## config.mk

```make
export PLATFORM = sky130hd
export DESIGN_NAME = player_controller
export DESIGN_NICKNAME = d
export VERILOG_FILES = /design/src/rtl/frogger_pkg.sv /design/src/rtl/aabb_overlap.sv /design/src/rtl/player_controller.sv
export SDC_FILE = /design/constraint.sdc
export NUM_CORES = 1
export LEC_CHECK = 0
export BUFFER_PORTS_ARGS = -buffer_cell sky130_fd_sc_hd__buf_2
export CORE_AREA = 2 2 162 164
export DETAILED_ROUTE_END_ITERATION = 6
export DIE_AREA = 0 0 164 166
export PLACE_DENSITY = 0.55
export SLEW_MARGIN = 15
export SYNTH_ARGS = -nofsm -noshare
export SYNTH_HDL_FRONTEND = slang
export SYNTH_SLANG_ARGS = --single-unit
```

## constraint.sdc

```tcl
create_clock -name CLK -period 3.3 [get_ports CLK]
set_input_delay 0.495 -clock CLK [delete_from_list [all_inputs] [get_ports CLK]]
set_output_delay 0.495 -clock CLK [all_outputs]
set_load 0.02 [all_outputs]
```

## src/rtl/frogger_pkg.sv

```systemverilog
// Shared constants, state encoding and spawn-point helpers for the road-crossing game.
package frogger_pkg;

    localparam int H_DISPLAY = 640;
    localparam int V_DISPLAY = 480;
    localparam int COORD_W   = 10;

    typedef enum logic [1:0] {
        ST_PLAY      = 2'b00,
        ST_HIT       = 2'b01,
        ST_GAME_OVER = 2'b10
    } state_e;

    function automatic logic [COORD_W-1:0] spawn_x(input int h_disp, input int pw);
        return COORD_W'(h_disp / 2 - pw / 2);
    endfunction

    function automatic logic [COORD_W-1:0] spawn_y(input int v_disp, input int ph, input int step);
        return COORD_W'(v_disp - ph - step);
    endfunction

endpackage

```

## src/rtl/aabb_overlap.sv

```systemverilog
// Combinational strict-overlap test between rectangle A (player) and rectangle B (car).
module aabb_overlap
    import frogger_pkg::*;
#(
    parameter int A_W = 32,
    parameter int A_H = 32,
    parameter int B_W = 64,
    parameter int B_H = 32
) (
    input  logic [COORD_W-1:0] ax_i,
    input  logic [COORD_W-1:0] ay_i,
    input  logic [COORD_W-1:0] bx_i,
    input  logic [COORD_W-1:0] by_i,
    output logic               hit_o
);

    // One extra bit so edge sums near the top of the coordinate range cannot wrap.
    logic [COORD_W:0] ax, ay, bx, by;

    assign ax = {1'b0, ax_i};
    assign ay = {1'b0, ay_i};
    assign bx = {1'b0, bx_i};
    assign by = {1'b0, by_i};

    assign hit_o = (ax < bx + (COORD_W+1)'(B_W)) &&
                   (bx < ax + (COORD_W+1)'(A_W)) &&
                   (ay < by + (COORD_W+1)'(B_H)) &&
                   (by < ay + (COORD_W+1)'(A_H));

endmodule

```

## src/rtl/player_controller.sv

```systemverilog
// Player movement, collision/respawn, lives, score and game-over handling on a STEP-pixel grid.
module player_controller #(
    parameter int H_DISPLAY      = frogger_pkg::H_DISPLAY,
    parameter int V_DISPLAY      = frogger_pkg::V_DISPLAY,
    parameter int PLAYER_WIDTH   = 32,
    parameter int PLAYER_HEIGHT  = 32,
    parameter int STEP           = 32,
    parameter int MOVE_COOLDOWN  = 2500000,
    parameter int NUM_CARS       = 4,
    parameter int CAR_WIDTH      = 64,
    parameter int CAR_HEIGHT     = 32,
    parameter int LIVES          = 3,
    parameter int RESPAWN_CYCLES = 12500000,
    parameter int GOAL_Y         = 0,
    parameter int SCORE_W        = 8
) (
    input  logic                  CLK,
    input  logic                  RST,
    input  logic                  SW1,
    input  logic                  SW2,
    input  logic                  SW3,
    input  logic                  SW4,
    input  logic [10*NUM_CARS-1:0] car_x_bus,
    input  logic [10*NUM_CARS-1:0] car_y_bus,
    output logic [9:0]            player_x,
    output logic [9:0]            player_y,
    output logic [3:0]            lives,
    output logic [SCORE_W-1:0]    score,
    output logic [1:0]            state,
    output logic                  hit_pulse,
    output logic                  win_pulse
);
    import frogger_pkg::*;

    localparam int CW     = COORD_W;
    localparam int COOL_W = $clog2(MOVE_COOLDOWN + 1);
    localparam int TMR_W  = $clog2(RESPAWN_CYCLES + 1);
    localparam logic [CW-1:0]     SPAWN_X  = spawn_x(H_DISPLAY, PLAYER_WIDTH);
    localparam logic [CW-1:0]     SPAWN_Y  = spawn_y(V_DISPLAY, PLAYER_HEIGHT, STEP);
    localparam logic [COOL_W-1:0] COOL_MAX = COOL_W'(MOVE_COOLDOWN);
    localparam logic [TMR_W-1:0]  TMR_LAST = TMR_W'(RESPAWN_CYCLES - 1);

    state_e             state_q, state_d;
    logic [CW-1:0]      x_q, x_d, y_q, y_d;
    logic [3:0]         lives_q, lives_d;
    logic [SCORE_W-1:0] score_q, score_d;
    logic [COOL_W-1:0]  cool_q, cool_d;
    logic [TMR_W-1:0]   timer_q, timer_d;
    logic               hit_q, hit_d, win_q, win_d, sw1_q;

    logic [NUM_CARS-1:0] car_hit;
    logic                collide, up_ok, down_ok, left_ok, right_ok, moved;

    for (genvar i = 0; i < NUM_CARS; i++) begin : g_car
        aabb_overlap #(
            .A_W(PLAYER_WIDTH), .A_H(PLAYER_HEIGHT), .B_W(CAR_WIDTH), .B_H(CAR_HEIGHT)
        ) u_aabb (
            .ax_i(x_q), .ay_i(y_q),
            .bx_i(car_x_bus[10*i +: 10]), .by_i(car_y_bus[10*i +: 10]),
            .hit_o(car_hit[i])
        );
    end

    assign collide  = |car_hit;
    assign up_ok    = {1'b0, y_q} >= (CW+1)'(STEP);
    assign down_ok  = {1'b0, y_q} + (CW+1)'(STEP) <= (CW+1)'(V_DISPLAY - PLAYER_HEIGHT);
    assign left_ok  = {1'b0, x_q} >= (CW+1)'(STEP);
    assign right_ok = {1'b0, x_q} + (CW+1)'(STEP) <= (CW+1)'(H_DISPLAY - PLAYER_WIDTH);

    always_ff @(posedge CLK or posedge RST) begin
        if (RST) begin
            state_q <= ST_PLAY;
            x_q     <= SPAWN_X;
            y_q     <= SPAWN_Y;
            lives_q <= 4'(LIVES);
            score_q <= '0;
            cool_q  <= COOL_MAX;
            timer_q <= '0;
            hit_q   <= 1'b0;
            win_q   <= 1'b0;
            sw1_q   <= 1'b0;
        end else begin
            state_q <= state_d;
            x_q     <= x_d;
            y_q     <= y_d;
            lives_q <= lives_d;
            score_q <= score_d;
            cool_q  <= cool_d;
            timer_q <= timer_d;
            hit_q   <= hit_d;
            win_q   <= win_d;
            sw1_q   <= SW1;
        end
    end

    always_comb begin
        state_d = state_q;
        x_d     = x_q;
        y_d     = y_q;
        lives_d = lives_q;
        score_d = score_q;
        cool_d  = (cool_q == COOL_MAX) ? cool_q : cool_q + COOL_W'(1);
        timer_d = timer_q;
        hit_d   = 1'b0;
        win_d   = 1'b0;
        moved   = 1'b0;
        case (state_q)
            ST_PLAY: begin
                if (collide) begin
                    hit_d   = 1'b1;
                    lives_d = lives_q - 4'd1;
                    x_d     = SPAWN_X;
                    y_d     = SPAWN_Y;
                    timer_d = '0;
                    state_d = (lives_q == 4'd1) ? ST_GAME_OVER : ST_HIT;
                end else if (y_q == CW'(GOAL_Y)) begin
                    win_d   = 1'b1;
                    score_d = (score_q == '1) ? score_q : score_q + SCORE_W'(1);
                    x_d     = SPAWN_X;
                    y_d     = SPAWN_Y;
                    cool_d  = '0;
                end else if (cool_q == COOL_MAX) begin
                    // A blocked button falls through to the next one in priority order.
                    moved = 1'b1;
                    if (SW1 && up_ok)         y_d = y_q - CW'(STEP);
                    else if (SW2 && down_ok)  y_d = y_q + CW'(STEP);
                    else if (SW3 && left_ok)  x_d = x_q - CW'(STEP);
                    else if (SW4 && right_ok) x_d = x_q + CW'(STEP);
                    else                      moved = 1'b0;
                    if (moved) cool_d = '0;
                end
            end
            ST_HIT: begin
                x_d = SPAWN_X;
                y_d = SPAWN_Y;
                if (timer_q == TMR_LAST) begin
                    state_d = ST_PLAY;
                    timer_d = '0;
                    cool_d  = '0;
                end else begin
                    timer_d = timer_q + TMR_W'(1);
                end
            end
            ST_GAME_OVER: begin
                x_d = SPAWN_X;
                y_d = SPAWN_Y;
                if (SW1 && !sw1_q) begin
                    lives_d = 4'(LIVES);
                    score_d = '0;
                    state_d = ST_PLAY;
                    cool_d  = '0;
                end
            end
            default: state_d = ST_PLAY;
        endcase
    end

    assign player_x  = x_q;
    assign player_y  = y_q;
    assign lives     = lives_q;
    assign score     = score_q;
    assign state     = state_q;
    assign hit_pulse = hit_q;
    assign win_pulse = win_q;

endmodule
```

Yosys cells after proc, flatten, opt, wreduce, memory -nomap -nowiden
Index checks and enable logic that the tools add are counted.
{ "word_totals": {"in_bits": 86, "reg_bits": 83} }
{ "op_classes": {"n_reduce_logical": 31, "mux": 51, "eq_ne": 17, "add_sub_neg": 18, "n_lt_le_gt_ge": 20} }
{ "op_table": {"columns": ["cell", "count"], "rows": [
  ["$lt 10x11->1", 16],
  ["$mux 22", 7],
  ["$mux 10", 12],
  ["$add 10x6->11 const B", 6],
  ["$pmux 22 s3", 1],
  ["$mux 24", 2],
  ["$pmux 24 s2", 1],
  ["$add 10x7->11 const B", 4],
  ["$pmux 10 s2", 2],
  ["$mux 8", 4],
  ["$add 24x1->24 const B", 1],
  ["$eq 24x24->1 const B", 1],
  ["$add 22x1->22 const B", 1],
  ["$eq 22x22->1 const B", 1],
  ["$add 10x6->10 const B", 2],
  ["$ge 10x6->1 const B", 2],
  ["$sub 10x6->10 const B", 2],
  ["$logic_and 1x1->1", 17],
  ["$pmux 8 s2", 1],
  ["$mux 1", 13],
  ["$ne 2x2->1 const B", 6],
  ["$ne 4x4->1 const B", 3],
  ["$le 11x10->1 const B", 1],
  ["$le 11x9->1 const B", 1],
  ["20 further kinds", 30]
]} }

Depth between registers and ports, before layout
Gate-level depths: netlist (run 1).
{ "depth": {"ltp_word": 16, "ltp_mapped": 14} }

Hierarchy
From an unflattened synthesis (run 1), not the netlist that was laid out.
{ "hier_totals": {"cells_unflattened": 1025, "hier_area_um2": 8805.9} }
{ "modules_own_cells": {"columns": ["mod", "cells_per_inst", "area_per_inst_um2", "instances"], "rows": [
  ["player_controller", 489, 4539.4, 1],
  ["aabb_overlap (g_car[0].u_aabb ...)", 135, 1068.5, 2],
  ["aabb_overlap (g_car[2].u_aabb ...)", 133, 1064.8, 2]
]} }

Least setup slack after synthesis (run 1)
OpenSTA, ideal clock, no wires.
{ "synth_timing": {"path_kind": "register -> register", "start": "reg y_q[5], in the netlist player_y[5]", "end": "reg timer_q[10]", "path_slack_ns": 0.040, "path_stages_with_launch": 14, "required_time_ns": 3.178, "arrival_ns": 3.139, "period_less_slack_ns": 3.260, "cell_sequence": "dfstp_2 -> ha_1 -> nand3_1 -> xor2_1 -> ha_1 -> or2_2 -> o311a_1 -> nand3b_1 -> o22a_2 -> clkbuf_8 -> a31oi_4 -> buf_2 -> o21ai_0 -> o2bb2ai_1"} }
{ "synth_via": {"elab_chain_cells": 6, "word_cells_on_any_way": 20} }
{ "synth_rtl": {"columns": ["item", "line_no", "text"], "rows": [
  ["start: declaration", "player_controller.sv:44", "logic [CW-1:0] x_q, x_d, y_q, y_d;"],
  ["start signal: assignment", "player_controller.sv:85", "y_q <= y_d;"],
  ["$add 10x6->11 or $lt 10x11->1 (tied branches)", "aabb_overlap.sv:28, aabb_overlap.sv:27", null],
  ["$lt 10x11->1 or $logic_and 1x1->1 (tied branches)", "aabb_overlap.sv:28, aabb_overlap.sv:26", null],
  ["$logic_and 1x1->1", "aabb_overlap.sv:27", "(ay < by + (COORD_W+1)'(B_H)) &&"],
  ["$reduce_or 4->1 *", "player_controller.sv:64", "assign collide = |car_hit;"],
  ["$ne 2x2->1 (no source line) *", null, null],
  ["$reduce_and 2->1 (no source line) *", null, null],
  ["end signal: assignment", "player_controller.sv:89", "timer_q <= timer_d;"],
  ["end: declaration", "player_controller.sv:48", "logic [TMR_W-1:0] timer_q, timer_d;"]
]} }
Mark *: on every way between the ends. The rest lies on a longest branch, timed or not.
A chain may end at the register's enable or synchronous reset.

Worst setup path in the final report (run 1)
{ "layout_timing": {"start": "reg y_q[5], in the netlist player_y[5]", "end": "reg timer_q[4]"} }
Same word-level chain as after synthesis.

==> flow_summary.ini, run 1 <==
[run_status]
status = finished clean

[power_and_ir_drop]
ir_drop_v = 0.000281
totalPowerFinal_mw = 5.72
power_density_mw_per_mm2 = 654
p_leak_nw = 4.06

[sta]
worst_slack_ps = 150
period_share_pct = 95.4
finalClockSkew_ps = 4.62
relSlewSlack_pct = 55.9
hold_viol = 0
worst_pin_slew_ps = 652
slew_violations = 0
fin_crit_ps = 3150
whs_ps = 252
fmax_mhz = 317
setup_viol = 0

[final_layout]
n_fill_cell = 2653
final_area_mm2 = 0.00876
drive_gt1_share_pct = 27.0
utilization_pct = 34.2
n_antenna_cell = 0
fin_nets = 1135
syn2layout_area_growth_pct = 24.9

[worst_setup_path]
cp_slowest_cell = dfstp_2
cp_top_family = compound AO/OA/AOI/OAI gates
cp_data_arrival_time_ps = 3370
crit_required_ps = 3520
cpPeakStageDelay_ps = 590
crit_top_cell = buf_4
end_kind = register
startpoint_type = register
worstPathBufferInverterCount = 2
cp_max_fo = 6
timing_worst_setup_path_type = register to register
path_cells = ha_4, nand3_2, xor2_2, buf_4, ha_1, or2_2, o221ai_1, nand3_1, o22a_4, nand3_4, buf_4, o21ai_0, a221o_1

[die]
die_y_um = 166
start_util_pct = 27.4
rows = 59
io_pins = 122
core_mm2 = 0.0256
die_area_mm2 = 0.0272
die_w_um = 164

[routing]
via_per_inst = 4.96
first_iter_violations = 355
drc = 0
ant_nets = 0
dr.pass1.iters = 4
wire_per_inst_um = 14.9
drt-total-wl_um = 19100
via_count = 6371

[cts]
clk_path_buf_depth = 2
clock_sinks = 74
clk_latency_ps = 340
cts_buffers = 9
clk_pin_slew_worst_paths_ps = 60
cts_max_level = 3
clock_tree.root_cell = clkbuf_16
cts_tree = built

[synthesis]
ys_ff_latch = 74
synth_seq_area_share_pct = 26.7
synthCells = 788
ys_async_sr_fraction_pct = 100
synth_top_area_share_pct = 20.7
synth-edff-count = 0
synth_area_mm2 = 0.00701
yosysUniqueCellTypes = 81
synth_area_leader_cell = dfrtp_1
synth_ff_type = dfrtp_1
yosysWarnings = 0
avgSynthCellArea_um2 = 8.90
ys_top_cells_by_area = dfrtp_1 (21%), ha_1 (19%), dfstp_2 (6.0%)

[grt]
grt-ovfl-total = 0
grt.total_usage_pct = 14.4
grt_pass1_wl_um = 32200
grt_pass1_vias = 6171
grt_max_degree = 30
antenna_found_initial = 0

[placed_design]
place_hpwl_um = 15000
portBuffers = 112
post-place-ws_ps = -41.6
place_congestion = 0.836
placed_area_mm2 = 0.00824

[job]
drv_cap = 0

[hold_path]
hold_class = primary input to asynchronous set/reset pin
-- per-stage QoR --
stage	cells	setup TNS, ps
after floorplan	796	0
after global placement	1265	0
after detailed placement	1265	-202
after CTS	1281	0
after global routing	1284	-10.6
final	1284	0
-- kinds of logic (layout without fill, tap and decap cells) --
group | count (synthesis) | in the layout | synth area share, %
AO/OA/AOI/OAI | 190 | 190 | 20.3
flip-flops | 74 | 74 | 26.7
XOR/XNOR | 48 | 48 | 6.10
AND/OR/NAND/NOR | 273 | 273 | 20.8
buffers and inverters | 87 | 240 | 5.80
multiplexers | 9 | 9 | 1.34
other | 1 | 9 | 0.0535
adder cells (fa/ha/maj) | 106 | 106 | 18.9
-- placed cells by master, fill, tap and decap left out, types with 5 or more instances in the layout --
cell type | Yosys | layout
conb_1 | 1 | 9
dfrtp_1 | 58 | 57
a22oi_1 | 8 | 7
a21oi_1 | 24 | 24
buf_4 | 9 | 45
nor4_1 | 10 | 10
nand3_1 | 54 | 52
o21ai_0 | 32 | 31
or2_2 | 5 | 5
nand2b_1 | 9 | 9
inv_1 | 61 | 56
buf_2 | 7 | 112
and4_1 | 7 | 6
dfstp_2 | 16 | 16
nand4b_1 | 5 | 5
nand2_1 | 56 | 56
o41a_1 | 6 | 6
mux2i_1 | 6 | 6
nand4_1 | 9 | 9
a21bo_2 | 11 | 11
and2_1 | 6 | 6
o211ai_1 | 6 | 6
ha_1 | 105 | 100
xor2_1 | 24 | 23
o22ai_1 | 10 | 10
nor3_1 | 15 | 15
o31ai_1 | 17 | 17
a31oi_1 | 8 | 8
and3_1 | 16 | 16
clkbuf_16 | 0 | 9
a21o_1 | 13 | 13
nor2_1 | 50 | 50
o2bb2ai_1 | 9 | 9
xnor2_1 | 23 | 20
-- worst paths after layout --
path | cells after the start | end | startpoint | slack (ps)
worst max-delay path | 13 | timer_q[4] | player_y[5] | 150
worst min-delay path | 2 | timer_q[12] | RST | 250
worst max register to register | 13 | timer_q[4] | player_y[5] | 150
worst min register to register | 1 | timer_q[13] | timer_q[13] | 480
max in group asynchronous | 3 | cool_q[21] | RST | 2230
min in group CLK | 1 | sw1_q | SW1 | 360
-- synthesized netlist by cell type (all sizes together), types with 13 or more instances --
cell type / number
a21o: 13
o21ai: 35
nor3: 17
dfrtp: 58
xor2: 24
dfstp: 16
inv: 61
nor2: 50
ha: 105
and3: 17
a21oi: 24
o31ai: 17
nand2: 58
xnor2: 24
buf: 17
nand3: 56
-- cell type report --
type | count | area (µm²) | share of cell area [%]
Tap cell | 335 | 419 | 4.79
Inverter | 61 | 231 | 2.64
Clock inverter | 5 | 100 | 1.14
Timing Repair Buffer | 163 | 992 | 11.3
Sequential cell | 74 | 1870 | 21.4
Multi-Input combinational cell | 635 | 4890 | 55.8
Clock buffer | 11 | 253 | 2.89
-- sequential cells by signal, indices dropped and copies added (netlist names) --
signal,cells
state,2
hit_pulse,1
score,8
cool_q,22
sw1_q,1
lives,4
timer_q,24
win_pulse,1
player_y,5
player_x,6
-- layer usage --
layer  track usage, %  vias up  routed length, µm
met3             2.40       10                503
met1             19.2     3035               8970
li1                 -     3232                  -
met4             2.10        0                157
met2             25.0       94               9490
met5                0        -                  0
-- power by group --
part           switching (mW)  internal (mW)
sequential              0.171           1.06
clock                   0.378          0.777
combinational            1.90           1.44
total                    2.45           3.28
-- what timing repair did --
item	in CTS	in global routing
hold buffers	0	0
endpoints found under the setup margin	7	65
pin swaps	0	11
buffers inserted	0	4
resized for setup	1	29
(Power assumes the default switching activity.)
==> inputs of run 2 (changes only) <==
--- a/config.mk
+++ b/config.mk
@@ -9,6 +9,7 @@
 export CORE_AREA = 2 2 162 164
 export DETAILED_ROUTE_END_ITERATION = 6
 export DIE_AREA = 0 0 164 166
+export MAX_ROUTING_LAYER = met4
 export PLACE_DENSITY = 0.55
 export SLEW_MARGIN = 15
 export SYNTH_ARGS = -nofsm -noshare
==> run 2 against run 1 <==
- sequential power about the same
- non-clock buffer count unchanged
- register-to-register slack worse by 20 ps
- critical endpoint is now lives[3]
- largest power group unchanged
==> flow_summary.ini, run 2 (synthesis results as in run 1) <==
[placed_design]
placed_area_mm2 = 0.00824
post-place-ws_ps = -41.6
portBuffers = 112
place_congestion = 0.849
place_hpwl_um = 15000
dp.cells = 1265

[die]
die_area_mm2 = 0.0272
io_pins = 122
core_mm2 = 0.0256
rows = 59
die_w_um = 164
start_util_pct = 27.4
die_y_um = 166

[grt]
grt_pass1_wl_um = 32300
grt.total_usage_pct = 14.9
grt_max_degree = 30
grt_pass1_vias = 6160
grt-ovfl-total = 0
antenna_found_initial = 0

[final_layout]
fin_nets = 1135
utilization_pct = 34.2
drive_gt1_share_pct = 27.0
final_common_cell = buf_2
stdcell_count = 1284
n_antenna_cell = 0
syn2layout_area_growth_pct = 24.9
final_cell_mix = buf_2 (112), ha_1 (100), dfrtp_1 (57)
largest_register_ffs = 24
top_register = timer_q
final_area_mm2 = 0.00876

[worst_setup_path]
r2r_end = lives[3]
end_kind = register
crit_required_ps = 3520
cp_max_fo = 8
startpoint_type = register
cp_data_arrival_time_ps = 3390
rrSetupSlack_ps = 130
r2r_cells = 10
r2r-start = player_x[4]
timing_worst_setup_path_type = register to register

[routing]
drt-total-wl_um = 19100
drc = 0
first_iter_violations = 351
wire_per_inst_um = 14.9
dr.pass1.iters = 5
via_per_inst = 4.97
ant_nets = 0
via_count = 6376

[power_and_ir_drop]
p_leak_nw = 4.06
ir_drop_v = 0.000281
p_sw_mw = 2.45
totalPowerFinal_mw = 5.73
power_frac_seq_pct = 21.5
power_density_mw_per_mm2 = 654
comb_power_share_pct = 58.3
clkPwrFrac_pct = 20.2
sw_frac_of_total_pct = 42.8
internal_power_mw = 3.28

[sta]
relSlewSlack_pct = 55.8
fin_crit_ps = 3170
slew_violations = 0
fmax_mhz = 315
worst_pin_slew_ps = 654
period_share_pct = 96.1
hold_viol = 0
setup_viol = 0
whs_ps = 253
finalClockSkew_ps = 5.50
setup-tns-final_ps = 0
worst_slack_ps = 128

[cts]
clock_tree.root_cell = clkbuf_16
cts_max_level = 3
ctsHoldBuffers = 0
clk_path_buf_depth = 2
cts_buffers = 9
clock_sinks = 74
clk_pin_slew_worst_paths_ps = 60
cts_tree = built
clk_latency_ps = 340

[run_status]
status = finished clean

[hold_path]
hold_class = primary input to asynchronous set/reset pin

[job]
drv_cap = 0
## run 2: final cells by class
type | count | area (µm²)
Clock buffer | 11 | 253
Multi-Input combinational cell | 635 | 4890
Clock inverter | 5 | 100
Fill cell | 2651 | 16900
Tap cell | 335 | 419
Timing Repair Buffer | 163 | 992
Sequential cell | 74 | 1870
Inverter | 61 | 231
## run 2: worst max-delay path by stage
stage | start | endpoint | slack, ps | cells past startpoint
floorplan | player_y[5] | timer_q[10] | 40 | 13
global placement | car_x_bus[24] | score[5] | 30 | 11
detailed placement | car_y_bus[15] | score[0] | -40 | 13
CTS | player_x[5] | player_y[7] | 30 | 13
global route | player_x[5] | lives[3] | -7 | 13
finish | player_x[4] | lives[3] | 130 | 10
## run 2: timing repair
item / CTS / global route
cloned: 0 / 0
pin swaps: 0 / 11
gates resized for setup: 1 / 29
buffers inserted: 0 / 4
hold endpoints to repair: 0 / 0
endpoints found under the setup margin: 7 / 65
## run 2: layer usage
layer	up-vias	global-route usage, %	part of all wire (%)
li1	3228	-	-
met1	3034	19.3	47
met2	103	24.9	50
met3	11	2.35	2.9
met4	0	2.10	0.85
met5	-	-	0
## run 2: power groups by stage
stage,sequential [mW],clock (mW),combinational (mW)
after floorplan,1.33,0,1.98
final,1.23,1.16,3.34
after detailed placement,1.24,0,3.18
after global routing,1.26,1.23,3.76
after global placement,1.24,0,3.16
after CTS,1.23,1.18,3.20
## run 2: critical path, cell delays in order, from the launching register on
cell,delay (ps)
dfstp_2,630
ha_1,170
or4b_1,460
nor3_2,220
nor4_1,100
o32a_1,320
a22oi_4,340
nand3_4,160
buf_6,180
and3_1,140
a311o_1,310
